File: src/rtl/channel_scan_sequencer.sv
// ----------------------------------------------------------------------------
// channel_scan_sequencer
//
// Purpose:
//   Steps through a bank of counter channels. Each channel is held for
//   SLOT_TICKS advance events (adv = tick | tick_rtc), then the selection
//   moves to the next channel in cyclic order. The block emits a shift/load
//   pulse on the first advance of every slot, a frame_done pulse when the
//   channel index wraps, and an out_rst pulse when that wrap came from an
//   RTC overflow.
//
// Optional feature:
//   SCAN_MASK_EN - adds ch_mask; channels whose mask bit is 0 are skipped.
//                  The mask is looked at only on IDLE exit and on slot wrap.
//                  An all-zero mask keeps or returns the FSM to IDLE.
//
// Ports:
//   clk        in   single clock, rising edge
//   reset_n    in   synchronous active-low reset
//   enable     in   level, high = scan runs, low = return to IDLE
//   tick       in   counter-overflow advance strobe
//   tick_rtc   in   RTC-overflow advance strobe
//   ch_mask    in   [N_CH-1:0] per-channel enable (SCAN_MASK_EN only)
//   ch_addr    out  [AW-1:0] selected channel index
//   slot_cnt   out  [SW-1:0] advance count within the current slot
//   sl         out  shift/load pulse
//   frame_done out  pulse on channel-frame wrap
//   out_rst    out  pulse on frame wrap caused by tick_rtc
//   busy       out  high while in DWELL
//
// States:
//   IDLE  | scan stopped, ch_addr and slot_cnt held at 0
//   DWELL | dwelling on ch_addr, counting advances in slot_cnt
// ----------------------------------------------------------------------------
module channel_scan_sequencer #(
    parameter int N_CH       = 6,
    parameter int SLOT_TICKS = 12,
    localparam int AW = $clog2(N_CH),
    localparam int SW = $clog2(SLOT_TICKS)
) (
    input  logic            clk,
    input  logic            reset_n,
    input  logic            enable,
    input  logic            tick,
    input  logic            tick_rtc,
`ifdef SCAN_MASK_EN
    input  logic [N_CH-1:0] ch_mask,
`endif
    output logic [AW-1:0]   ch_addr,
    output logic [SW-1:0]   slot_cnt,
    output logic            sl,
    output logic            frame_done,
    output logic            out_rst,
    output logic            busy
);

    typedef enum logic {
        IDLE  = 1'b0,
        DWELL = 1'b1
    } state_t;

    state_t          state_q, state_d;
    logic [AW-1:0]   ch_addr_q, ch_addr_d;
    logic [SW-1:0]   slot_cnt_q, slot_cnt_d;
    logic            sl_q, sl_d;
    logic            frame_done_q, frame_done_d;
    logic            out_rst_q, out_rst_d;

    logic            adv;
    logic            slot_last;
    logic [N_CH-1:0] mask_eff;
    logic            any_en;
    logic [AW-1:0]   first_ch;
    logic [AW-1:0]   next_ch;
    logic [AW-1:0]   cand;

    // Simultaneous strobes collapse into a single advance.
    assign adv       = tick | tick_rtc;
    assign slot_last = (slot_cnt_q == SW'(SLOT_TICKS - 1));

`ifdef SCAN_MASK_EN
    assign mask_eff = ch_mask;
`else
    assign mask_eff = '1;
`endif
    assign any_en = |mask_eff;

    // Lowest enabled channel: the starting point on IDLE exit.
    always_comb begin
        first_ch = '0;
        for (int k = N_CH - 1; k >= 0; k--) begin
            if (mask_eff[k]) begin
                first_ch = AW'(k);
            end
        end
    end

    // Next enabled channel after ch_addr_q in cyclic order. Scanning the
    // offsets downward lets the nearest hit win. Offset N_CH lands back on
    // the current channel, so a single enabled channel selects itself and
    // every wrap of it becomes a frame wrap.
    always_comb begin
        next_ch = ch_addr_q;
        cand    = '0;
        for (int k = N_CH; k >= 1; k--) begin
            cand = AW'((int'(ch_addr_q) + k) % N_CH);
            if (mask_eff[cand]) begin
                next_ch = cand;
            end
        end
    end

    always_comb begin
        state_d      = state_q;
        ch_addr_d    = ch_addr_q;
        slot_cnt_d   = slot_cnt_q;
        sl_d         = 1'b0;
        frame_done_d = 1'b0;
        out_rst_d    = 1'b0;

        case (state_q)
            IDLE: begin
                ch_addr_d  = '0;
                slot_cnt_d = '0;
                if (enable && any_en) begin
                    state_d   = DWELL;
                    ch_addr_d = first_ch;
                end
            end

            DWELL: begin
                if (!enable) begin
                    state_d    = IDLE;
                    ch_addr_d  = '0;
                    slot_cnt_d = '0;
                end else if (adv) begin
                    if (slot_last) begin
                        slot_cnt_d = '0;
                        if (!any_en) begin
                            // Mask cleared while scanning: stop at this wrap.
                            state_d   = IDLE;
                            ch_addr_d = '0;
                        end else begin
                            ch_addr_d    = next_ch;
                            frame_done_d = (next_ch <= ch_addr_q);
                            out_rst_d    = (next_ch <= ch_addr_q) && tick_rtc;
                        end
                    end else begin
                        slot_cnt_d = slot_cnt_q + SW'(1);
                        sl_d       = (slot_cnt_q == '0);
                    end
                end
            end

            default: begin
                state_d    = IDLE;
                ch_addr_d  = '0;
                slot_cnt_d = '0;
            end
        endcase
    end

    always_ff @(posedge clk) begin
        if (!reset_n) begin
            state_q      <= IDLE;
            ch_addr_q    <= '0;
            slot_cnt_q   <= '0;
            sl_q         <= 1'b0;
            frame_done_q <= 1'b0;
            out_rst_q    <= 1'b0;
        end else begin
            state_q      <= state_d;
            ch_addr_q    <= ch_addr_d;
            slot_cnt_q   <= slot_cnt_d;
            sl_q         <= sl_d;
            frame_done_q <= frame_done_d;
            out_rst_q    <= out_rst_d;
        end
    end

    assign ch_addr    = ch_addr_q;
    assign slot_cnt   = slot_cnt_q;
    assign sl         = sl_q;
    assign frame_done = frame_done_q;
    assign out_rst    = out_rst_q;
    assign busy       = (state_q == DWELL);

endmodule

File: config.mk
export PLATFORM = sky130hd
export DESIGN_NAME = channel_scan_sequencer
export DESIGN_NICKNAME = d
export VERILOG_FILES = /design/src/rtl/channel_scan_sequencer.sv
export SDC_FILE = /design/constraint.sdc
export NUM_CORES = 1
export LEC_CHECK = 0
export ABC_AREA = 1
export CAP_MARGIN = 20
export CORE_MARGIN = 5
export CORE_UTILIZATION = 40
export DETAILED_ROUTE_END_ITERATION = 12
export PLACE_DENSITY = 0.66
export SYNTH_ARGS = -nofsm -noshare
export SYNTH_HDL_FRONTEND = slang
export SYNTH_SLANG_ARGS = --single-unit
File: constraint.sdc
create_clock -name clk -period 2.2 [get_ports clk]
set_clock_uncertainty 0.05 [all_clocks]
set_input_delay 0.44 -clock clk [delete_from_list [all_inputs] [get_ports clk]]
set_output_delay 0.44 -clock clk [all_outputs]
set_load 0.05 [all_outputs]
==> results_dict.tcl <==
set metrics [dict create \
    vias 649 \
    r2r_slack_ps 240 \
    yosysTopAreaCell "dfxtp_1" \
    place_ws_ps 107.9 \
    rsz0062_at_grt "false" \
    p_per_area_nw_per_um2 409.9 \
    crit_arrival_ps 1570 \
    start_util_pct 43.26 \
    antenna_found_initial 0 \
    tightestPinTransition_ps 507.1 \
    wl_mm 1.436 \
    tns_ps 0 \
    drt_first_pass_iters 4 \
    setup_violations 0 \
    hp-class "reg -> reg" \
    syn-cell-area_um2 666.9 \
    dr.first_iter.drc_count 5 \
    hold_violations 0 \
    synth_seq_cells 11 \
    place.gp.congestion 0.7302 \
    numPortBuffers 15 \
    p_leak_uw 0.0003855 \
    die-area_um2 2584 \
    syn_inst 97 \
    synth_area_leaders "dfxtp_1, nand2_1, ha_1" \
    htree_levels 1 \
    area_growth_pct 35.46 \
    nets 130 \
    path_class "reg -> out" \
    grt_pass1_vias 578 \
    cts-root-buf "clkbuf_4" \
    ctsHoldBuffers 0 \
    instances_no_fill 134 \
    timing.final.crit_share_pct 93.52 \
    cp-end-kind "primary output" \
    ys_warn_count 0 \
    syn_avg_cell_area_um2 6.875 \
    critical_path.max_fanout 9 \
    crit_path_top_delay_cell "clkdlybuf4s50_1" \
    synth_nets 108 \
    core_area_um2 1541 \
    clk_latency_ps 270 \
    cts_made_buffers 3 \
    dp_hpwl_mm 1.127 \
    ant_nets 0 \
    ios 16 \
    final.min_clock_period_ps 2057 \
    seq_area_frac_synth_pct 33.02 \
    fmax_mhz 486.0 \
    netlist.area_leader.share_pct 33.02 \
    cp_cell_sequence "buf_4, clkdlybuf4s50_1" \
    drt-wirelength-per-cell_um 10.72 \
    rows 14 \
    track_usage_pct 11.67 \
    drv_cap 0 \
    ys_types 19 \
    grt_pass1_wl_mm 2.359 \
    fp.dieW_um 50.83 \
    start_kind "flip-flop" \
    cts.clk_slew.worst_paths_ps 70 \
    layout_setup_ws_ps 142.5 \
    max_stage_delay_ps 810 \
    drive_above_1_share_pct 20.34 \
    grt_max_degree 10 \
    dp.cells 129 \
    die_h_um 50.83 \
    diodes 0 \
    worst_ep_required_time_ps 1710 \
    tritoncts "yes" \
    vdd_ir_drop_max_uv 272.3 \
    drc 0 \
    via_per_inst 4.843 \
    cts_buffer_depth 2 \
    outcome "finished clean" \
    cts_num_sinks 11 \
    slew_headroom_pct 66.09 \
    grt_overflow 0 \
    drv_slew 0 \
]
==> through the flow <==
step	util (%)	hold WS [ps]	cell area (um2)	power, uW
floorplan	-	483.5	670.6	221.5
global placement	54.95	473.9	847.1	235.1
detailed placement	54.95	475.0	847.1	235.6
CTS	56.66	494.1	873.3	375.3
global route	58.60	520.3	903.4	389.2
finish	58.60	489.1	903.4	370.3
==> critical path, delay by kind of cell (launching register included) <==
family	cells	cell delay (ps)
DFF	1	330
buffers and inverters	2	960
==> path summary, 6_finish.rpt <==
| path | start | end | depth (start not counted) |
|---|---|---|---|
| setup / recovery | ch_addr[0] | ch_addr[0] | 2 |
| hold / removal | slot_cnt[1] | slot_cnt[1] | 2 |
| setup reg to reg | ch_addr[0] | out_rst | 19 |
| hold reg to reg | slot_cnt[1] | slot_cnt[1] | 2 |
==> final cells by class <==
cell class,instances,area (um2)
tap,16,20.02
fill,154,638.1
clock buffer,4,26.28
timing repair buffer,18,172.7
inverter,17,63.81
multi-input combinational,68,396.6
sequential,11,224.0
==> timing repair <==
action | CTS | global route
resized for setup | 0 | 6
buffers inserted | 0 | 1
setup endpoints to repair | 0 | 2
==> per-layer routing <==
| layer | vias up | global-route usage (%) | wire (um) |
|---|---|---|---|
| li1 | 353 | - | - |
| met1 | 281 | 13.53 | 627 |
| met2 | 11 | 18.39 | 715 |
| met3 | 4 | 3.488 | 58 |
| met4 | 0 | 7.660 | 34 |
| met5 | - | 0 | 0 |
==> Yosys cell counts, drive strengths merged <==
cell	count
ha	6
a311oi	1
nand4	1
nand2	27
dlygate4sd1	1
a21oi	4
dfxtp	11
nor2	10
a211oi	2
or2	1
inv	17
nand3	11
nor3	3
o22ai	1
o21ai	1
==> where the power goes <==
part	internal (uW)	total, uW	switching, uW	leakage [uW]
Combinational	12.2	28.7	16.5	0.000280
Sequential	201	202	1.20	0.0000905
Clock	70.4	139	69.0	0.0000150
Total	284	370	86.7	0.000385
==> cell families (layout without fill, tap and decap cells) <==
| family | count (synthesis) | after routing | synth area share [%] |
|---|---|---|---|
| flops | 11 | 11 | 33.02 |
| simple gates | 53 | 53 | 36.59 |
| compound gates | 9 | 9 | 8.255 |
| buf+inv | 18 | 39 | 10.88 |
| fa+ha+maj | 6 | 6 | 11.26 |
==> flip-flops by register name, indices dropped and copies added, names as in the netlist <==
| register | flops |
|---|---|
| busy | 1 |
| slot_cnt | 4 |
| frame_done | 1 |
| ch_addr | 3 |
| sl | 1 |
| out_rst | 1 |
==> cell usage in the layout, fill, tap and decap left out, drive strengths merged, types with 3 or more instances in the layout <==
master / count
ha: 6
nor2: 10
clkdlybuf4s50: 15
clkbuf: 4
inv: 17
a21oi: 4
dfxtp: 11
nor3: 3
nand3: 11
buf: 3
nand2: 27
No activity file was read; power rests on OpenSTA's default activity.
